==> src/rtl/mux_sel_arbiter.sv <==
// Round-robin arbiter driving the select of an 8:1 byte multiplexer, with a
// per-owner hold limit and a registered, source-tagged capture of the mux output.
module mux_sel_arbiter #(
    parameter int N_REQ    = 8,
    parameter int SEL_W    = 3,
    parameter int DATA_W   = 8,
    parameter int MAX_HOLD = 4
) (
    input  logic              clk,
    input  logic              reset,
    input  logic [N_REQ-1:0]  req,
    input  logic [DATA_W-1:0] mux_y,
    output logic [SEL_W-1:0]  select,
    output logic [N_REQ-1:0]  grant,
    output logic              busy,
    output logic [DATA_W-1:0] dout,
    output logic [SEL_W-1:0]  dout_src,
    output logic              dout_valid
);

    localparam int HOLD_W = $clog2(MAX_HOLD + 1);
    localparam logic [HOLD_W-1:0] HOLD_MAX = HOLD_W'(MAX_HOLD);
    localparam logic [HOLD_W-1:0] HOLD_ONE = HOLD_W'(1);

    typedef enum logic [0:0] {
        ST_IDLE = 1'b0,
        ST_BUSY = 1'b1
    } state_t;

    state_t              state_r;
    logic [SEL_W-1:0]    select_r;
    logic [SEL_W-1:0]    ptr_r;
    logic [N_REQ-1:0]    grant_r;
    logic                busy_r;
    logic [HOLD_W-1:0]   hold_r;
    logic [DATA_W-1:0]   dout_r;
    logic [SEL_W-1:0]    dout_src_r;
    logic                dout_valid_r;

    logic                rel_s;
    logic [SEL_W-1:0]    start_s;
    logic [SEL_W:0]      pick_s;
    logic                found_s;
    logic [SEL_W-1:0]    win_s;

    function automatic logic [N_REQ-1:0] onehot(input logic [SEL_W-1:0] idx);
        return {{(N_REQ-1){1'b0}}, 1'b1} << idx;
    endfunction

    // Scan r from start upward with wrap; returns {found, index of first set bit}.
    function automatic logic [SEL_W:0] rr_pick(input logic [N_REQ-1:0] r,
                                               input logic [SEL_W-1:0] start);
        logic             found;
        logic [SEL_W-1:0] idx;
        logic [SEL_W-1:0] cand;
        found = 1'b0;
        idx   = {SEL_W{1'b0}};
        for (int i = 0; i < N_REQ; i++) begin
            cand  = start + i[SEL_W-1:0];
            idx   = (!found && r[cand]) ? cand : idx;
            found = found | r[cand];
        end
        return {found, idx};
    endfunction

    // Release decision and next-winner selection for the current cycle.
    always_comb begin
        rel_s = 1'b0;
        if (state_r == ST_BUSY) begin
            rel_s = !req[select_r] ||
                    ((hold_r == HOLD_MAX) && ((req & ~onehot(select_r)) != {N_REQ{1'b0}}));
        end else begin
            rel_s = 1'b0;
        end
        start_s = (state_r == ST_BUSY) ? (select_r + SEL_W'(1)) : ptr_r;
        pick_s  = rr_pick(req, start_s);
        found_s = pick_s[SEL_W];
        win_s   = pick_s[SEL_W-1:0];
    end

    // Arbitration state, grant/select registers and mux output capture.
    always_ff @(posedge clk or negedge reset) begin
        if (!reset) begin
            state_r      <= ST_IDLE;
            select_r     <= {SEL_W{1'b0}};
            ptr_r        <= {SEL_W{1'b0}};
            grant_r      <= {N_REQ{1'b0}};
            busy_r       <= 1'b0;
            hold_r       <= {HOLD_W{1'b0}};
            dout_r       <= {DATA_W{1'b0}};
            dout_src_r   <= {SEL_W{1'b0}};
            dout_valid_r <= 1'b0;
        end else begin
            if (grant_r != {N_REQ{1'b0}}) begin
                dout_r       <= mux_y;
                dout_src_r   <= select_r;
                dout_valid_r <= 1'b1;
            end else begin
                dout_valid_r <= 1'b0;
            end

            case (state_r)
                ST_IDLE: begin
                    if (found_s) begin
                        grant_r  <= onehot(win_s);
                        select_r <= win_s;
                        busy_r   <= 1'b1;
                        hold_r   <= HOLD_ONE;
                        state_r  <= ST_BUSY;
                    end else begin
                        state_r  <= ST_IDLE;
                    end
                end
                ST_BUSY: begin
                    if (rel_s) begin
                        ptr_r <= select_r + SEL_W'(1);
                        // Hand over in the same edge so owners are back-to-back.
                        if (found_s) begin
                            grant_r  <= onehot(win_s);
                            select_r <= win_s;
                            busy_r   <= 1'b1;
                            hold_r   <= HOLD_ONE;
                            state_r  <= ST_BUSY;
                        end else begin
                            grant_r  <= {N_REQ{1'b0}};
                            busy_r   <= 1'b0;
                            hold_r   <= {HOLD_W{1'b0}};
                            state_r  <= ST_IDLE;
                        end
                    end else begin
                        hold_r <= (hold_r == HOLD_MAX) ? HOLD_MAX : (hold_r + HOLD_ONE);
                    end
                end
                default: begin
                    grant_r <= {N_REQ{1'b0}};
                    busy_r  <= 1'b0;
                    hold_r  <= {HOLD_W{1'b0}};
                    state_r <= ST_IDLE;
                end
            endcase
        end
    end

    assign select     = select_r;
    assign grant      = grant_r;
    assign busy       = busy_r;
    assign dout       = dout_r;
    assign dout_src   = dout_src_r;
    assign dout_valid = dout_valid_r;

endmodule

==> config.mk <==
export PLATFORM = sky130hd
export DESIGN_NAME = mux_sel_arbiter
export DESIGN_NICKNAME = d
export VERILOG_FILES = /design/src/rtl/mux_sel_arbiter.sv
export SDC_FILE = /design/constraint.sdc
export NUM_CORES = 1
export LEC_CHECK = 0
export ABC_CLOCK_PERIOD_IN_PS = 3450
export BUFFER_PORTS_ARGS = -buffer_cell sky130_fd_sc_hd__buf_2
export CAP_MARGIN = 20
export CORE_UTILIZATION = 53
export CTS_BUF_LIST = sky130_fd_sc_hd__clkbuf_8
export DETAILED_ROUTE_END_ITERATION = 12
export GPL_ROUTABILITY_DRIVEN = 0
export PLACE_DENSITY = 0.79
export SLEW_MARGIN = 10
export SYNTH_ARGS = -nofsm -noshare
export SYNTH_HDL_FRONTEND = slang
export SYNTH_SLANG_ARGS = --single-unit
==> constraint.sdc <==
create_clock -name clk -period 3.45 [get_ports clk]
set_input_delay 0.1725 -clock clk [delete_from_list [all_inputs] [get_ports clk]]
set_output_delay 0.1725 -clock clk [all_outputs]
set_load 0.02 [all_outputs]
==> results.md <==
* EDFF count, synth at 0
* Worst reg2reg path depth at 12
* Worst Min Path Start: mux_y[5]
* FP Rows at 25
* Hold Crit Endpoint: dout[5]$_DFFE_PN0P_
* Storage cell area at between 700 and 800 um^2
* Final Util at 0.6766
* Crit path DAT at approximately 3500 ps
* Synth Cell Area at around 2600 um^2
* Area of placed instances at about 3000 um^2
* Core ar. at between 4000 and 5000 um^2
* CTS Buf Count at 5
* Die area at between 5000 and 6000 um^2
* Unrepaired setup endpoints after global routing: true
* I/O pin count at 42
* Layout cells sized above 1 at 0.3994
* CP Class: reg -> reg
* Tmin final at 3334 ps
* Post-DR wirelength/cell at about 17 um
* Final Cell Area at roughly 3200 um^2
* Syn Inst Count at 270
* Worst hold slack at around 130 ps
* Max-slew violation count at 0
* DRC violations left at 0
* Setup-failing EPs final at 0
* Dpl hpwl at around 5000 um
* Worst setup SP type: flip-flop
* CTS sink cnt at 31
* Largest net degree at the start of global routing at 32
* Antenna cells at 0
* Clk Latency, worst-skew pair at around 290 ps
* Synth async-reset ratio at 1.000
* Root buffer cell: clkbuf_8
* Nets at 350
* Hold Path Stages at 2
* Clk_skew at roughly 11 ps
* Setup TNS at 0 ps
* Vias per inst at 6.167
* #FFs+latches synth at 31
* Vias in the first global route at around 2.3k
* FF-to-FF Start: select[0]$_DFFE_PN0P_
* CTS H-Tree Depth at 2
* Die width at roughly 72 um
* YS warnings at 0
* Global-route wire length before repair at ~11000 um
* CTS tree: built
* Clk slew on worst S/H paths at around 70 ps
* Gr ovfl total at 0
* Area occupied by multi-input gates at 1812 um^2
* Die H at roughly 72 um
* Fillers at 353
* Required time worst endpoint at ~3600 ps
* Clock Path Buffers at 2
* PortBufs at around 40
* Hold crit path type: in -> reg
* Final hold vios at 0
* DRT Pass-1 Iters at 5
* Status: finished clean
* Primary flip-flop cell chosen by synthesis mapping: dfrtp_1
* ANT nets after route at 0
* Routed WL at 6765 um
* FMAX at about 300 MHz
* Post-synth cell types at 64
* Vias post-DR at 2405
* Critical path capture point type: flip-flop
* Growth of design area from synthesis to finish at 22.44%
* Max_slew headroom at 0.5533
* GRT Total Usage at 0.2741
* Max Cap Viol at 0
* Synthesized area per cell at between 9 and 10 um^2
* Flop-to-flop setup slack at between 100 and 150 ps
* DRT iter0 DRCs at 233
* Tightest Pin Transition at ~670 ps
* Tcrit/Tclk final at 0.9663
* Starting Density at 0.5526
* Sequential area share after synthesis at 0.2972
* Post-Syn Nets at 298
* Initial antenna violation count at 0
* Worst r2r dst: grant[1]$_DFFE_PN0P_
* Crit-path max FO at 11
-- stage by stage --
step                worst slack [ps]  instances
finish                         116.2        390
CTS                           0.5775        391
detailed placement            0.5298        382
floorplan                      7.202        270
global route                  -34.46        390
global placement               92.72        382
-- flip-flops by register name, indices dropped and copies added, names as in the netlist --
register,cells
ptr_r,3
state_r,1
hold_r,3
dout,8
dout_src,3
select,3
dout_valid,1
busy,1
grant,8
-- cell type report --
class	count	share of cell area
sequential	31	0.2443
tap	67	0.02623
multi-input combinational	212	0.5670
timing repair buffer	58	0.1061
clock buffer	6	0.02584
clock inverter	2	0.01096
inverter	14	0.01958
-- timing repair --
item                                    4_1_cts  5_1_grt
endpoints found under the hold margin        31        0
resized for setup                             0       12
hold buffers                                  1        0
endpoints found under the setup margin        0       15
setup buffers                                 0        0
-- worst max path at each step --
stage,from,end,slack (ps)
3_5_place_dp,select[1]$_DFFE_PN0P_,grant[1]$_DFFE_PN0P_,0.5
4_1_cts,select[1]$_DFFE_PN0P_,grant[1]$_DFFE_PN0P_,0.6
6_report,select[0]$_DFFE_PN0P_,grant[1]$_DFFE_PN0P_,120
2_1_floorplan,select[0]$_DFFE_PN0P_,grant[0]$_DFFE_PN0P_,7
3_3_place_gp,select[1]$_DFFE_PN0P_,grant[3]$_DFFE_PN0P_,90
5_1_grt,select[0]$_DFFE_PN0P_,grant[6]$_DFFE_PN0P_,-30
-- cells by family after synthesis --
logic type                 count (synthesis)  share of synthesized area
AOI/OAI and AO/OA                         68                     0.1961
adders and majority gates                 10                    0.04794
muxes                                     38                     0.2090
DFF                                       31                     0.2972
buffers and inverters                     27                    0.04985
xor gates and xnor gates                   4                    0.01630
and+or+nand+nor                           92                     0.1836
-- cell usage in the layout (no fill, tap or decap), drive strengths merged, types with 2 or more instances in the layout --
master / count
o2111ai: 5
o21ai: 14
a22oi: 3
buf: 57
o21bai: 2
o211ai: 6
mux2: 16
a21o: 2
inv: 14
o21a: 2
o31ai: 4
nand3: 4
xnor2: 4
nand2: 33
nand4: 2
nor2: 18
or2: 3
nor3: 11
mux2i: 11
a21oi: 13
ha: 10
and2: 6
and3: 2
nand2b: 4
a32o: 4
nor4: 4
clkbuf: 6
mux4: 11
o22ai: 3
dfrtp: 31
-- Yosys cell counts (all sizes together) (2+ instances only) --
cell     instances  share of area
a21o             2         0.0058
a21oi           13          0.025
a22oi            3         0.0086
a32o             4          0.015
and2             6          0.015
and3             2         0.0048
buf              7          0.019
clkbuf           6         0.0086
dfrtp           31           0.30
ha              10          0.048
inv             14          0.022
mux2            16          0.070
mux2i           11          0.042
mux4            11          0.096
nand2           33          0.050
nand2b           4          0.012
nand3            4         0.0077
nand4            2         0.0072
nor2            18          0.029
nor3            11          0.021
nor4             4          0.015
o2111ai          5          0.017
o211ai           6          0.017
o21a             2         0.0086
o21ai           14          0.027
o21bai           2          0.010
o22ai            3         0.0072
o31ai            4          0.013
or2              3         0.0081
xnor2            4          0.016
-- per-layer routing --
layer	vias up	global-route usage	routed length, um
met5	-	0	0
met4	0	0.08497	95
met3	8	0.03611	331
met2	92	0.4818	3509
met1	1193	0.3514	2829
li1	1112	-	-
-- critical path, cell delays in order, from the launching register on --
cell	delay, ps
dfrtp_2	410
buf_6	150
inv_4	60
ha_4	200
mux2_4	300
ha_4	190
xnor2_4	140
mux4_2	630
nor4_4	420
buf_4	180
a41oi_4	110
and2_4	190
a32o_1	230
Power is not shown: default switching activity piles up to over one toggle a cycle in this logic, so the estimate is an artifact.
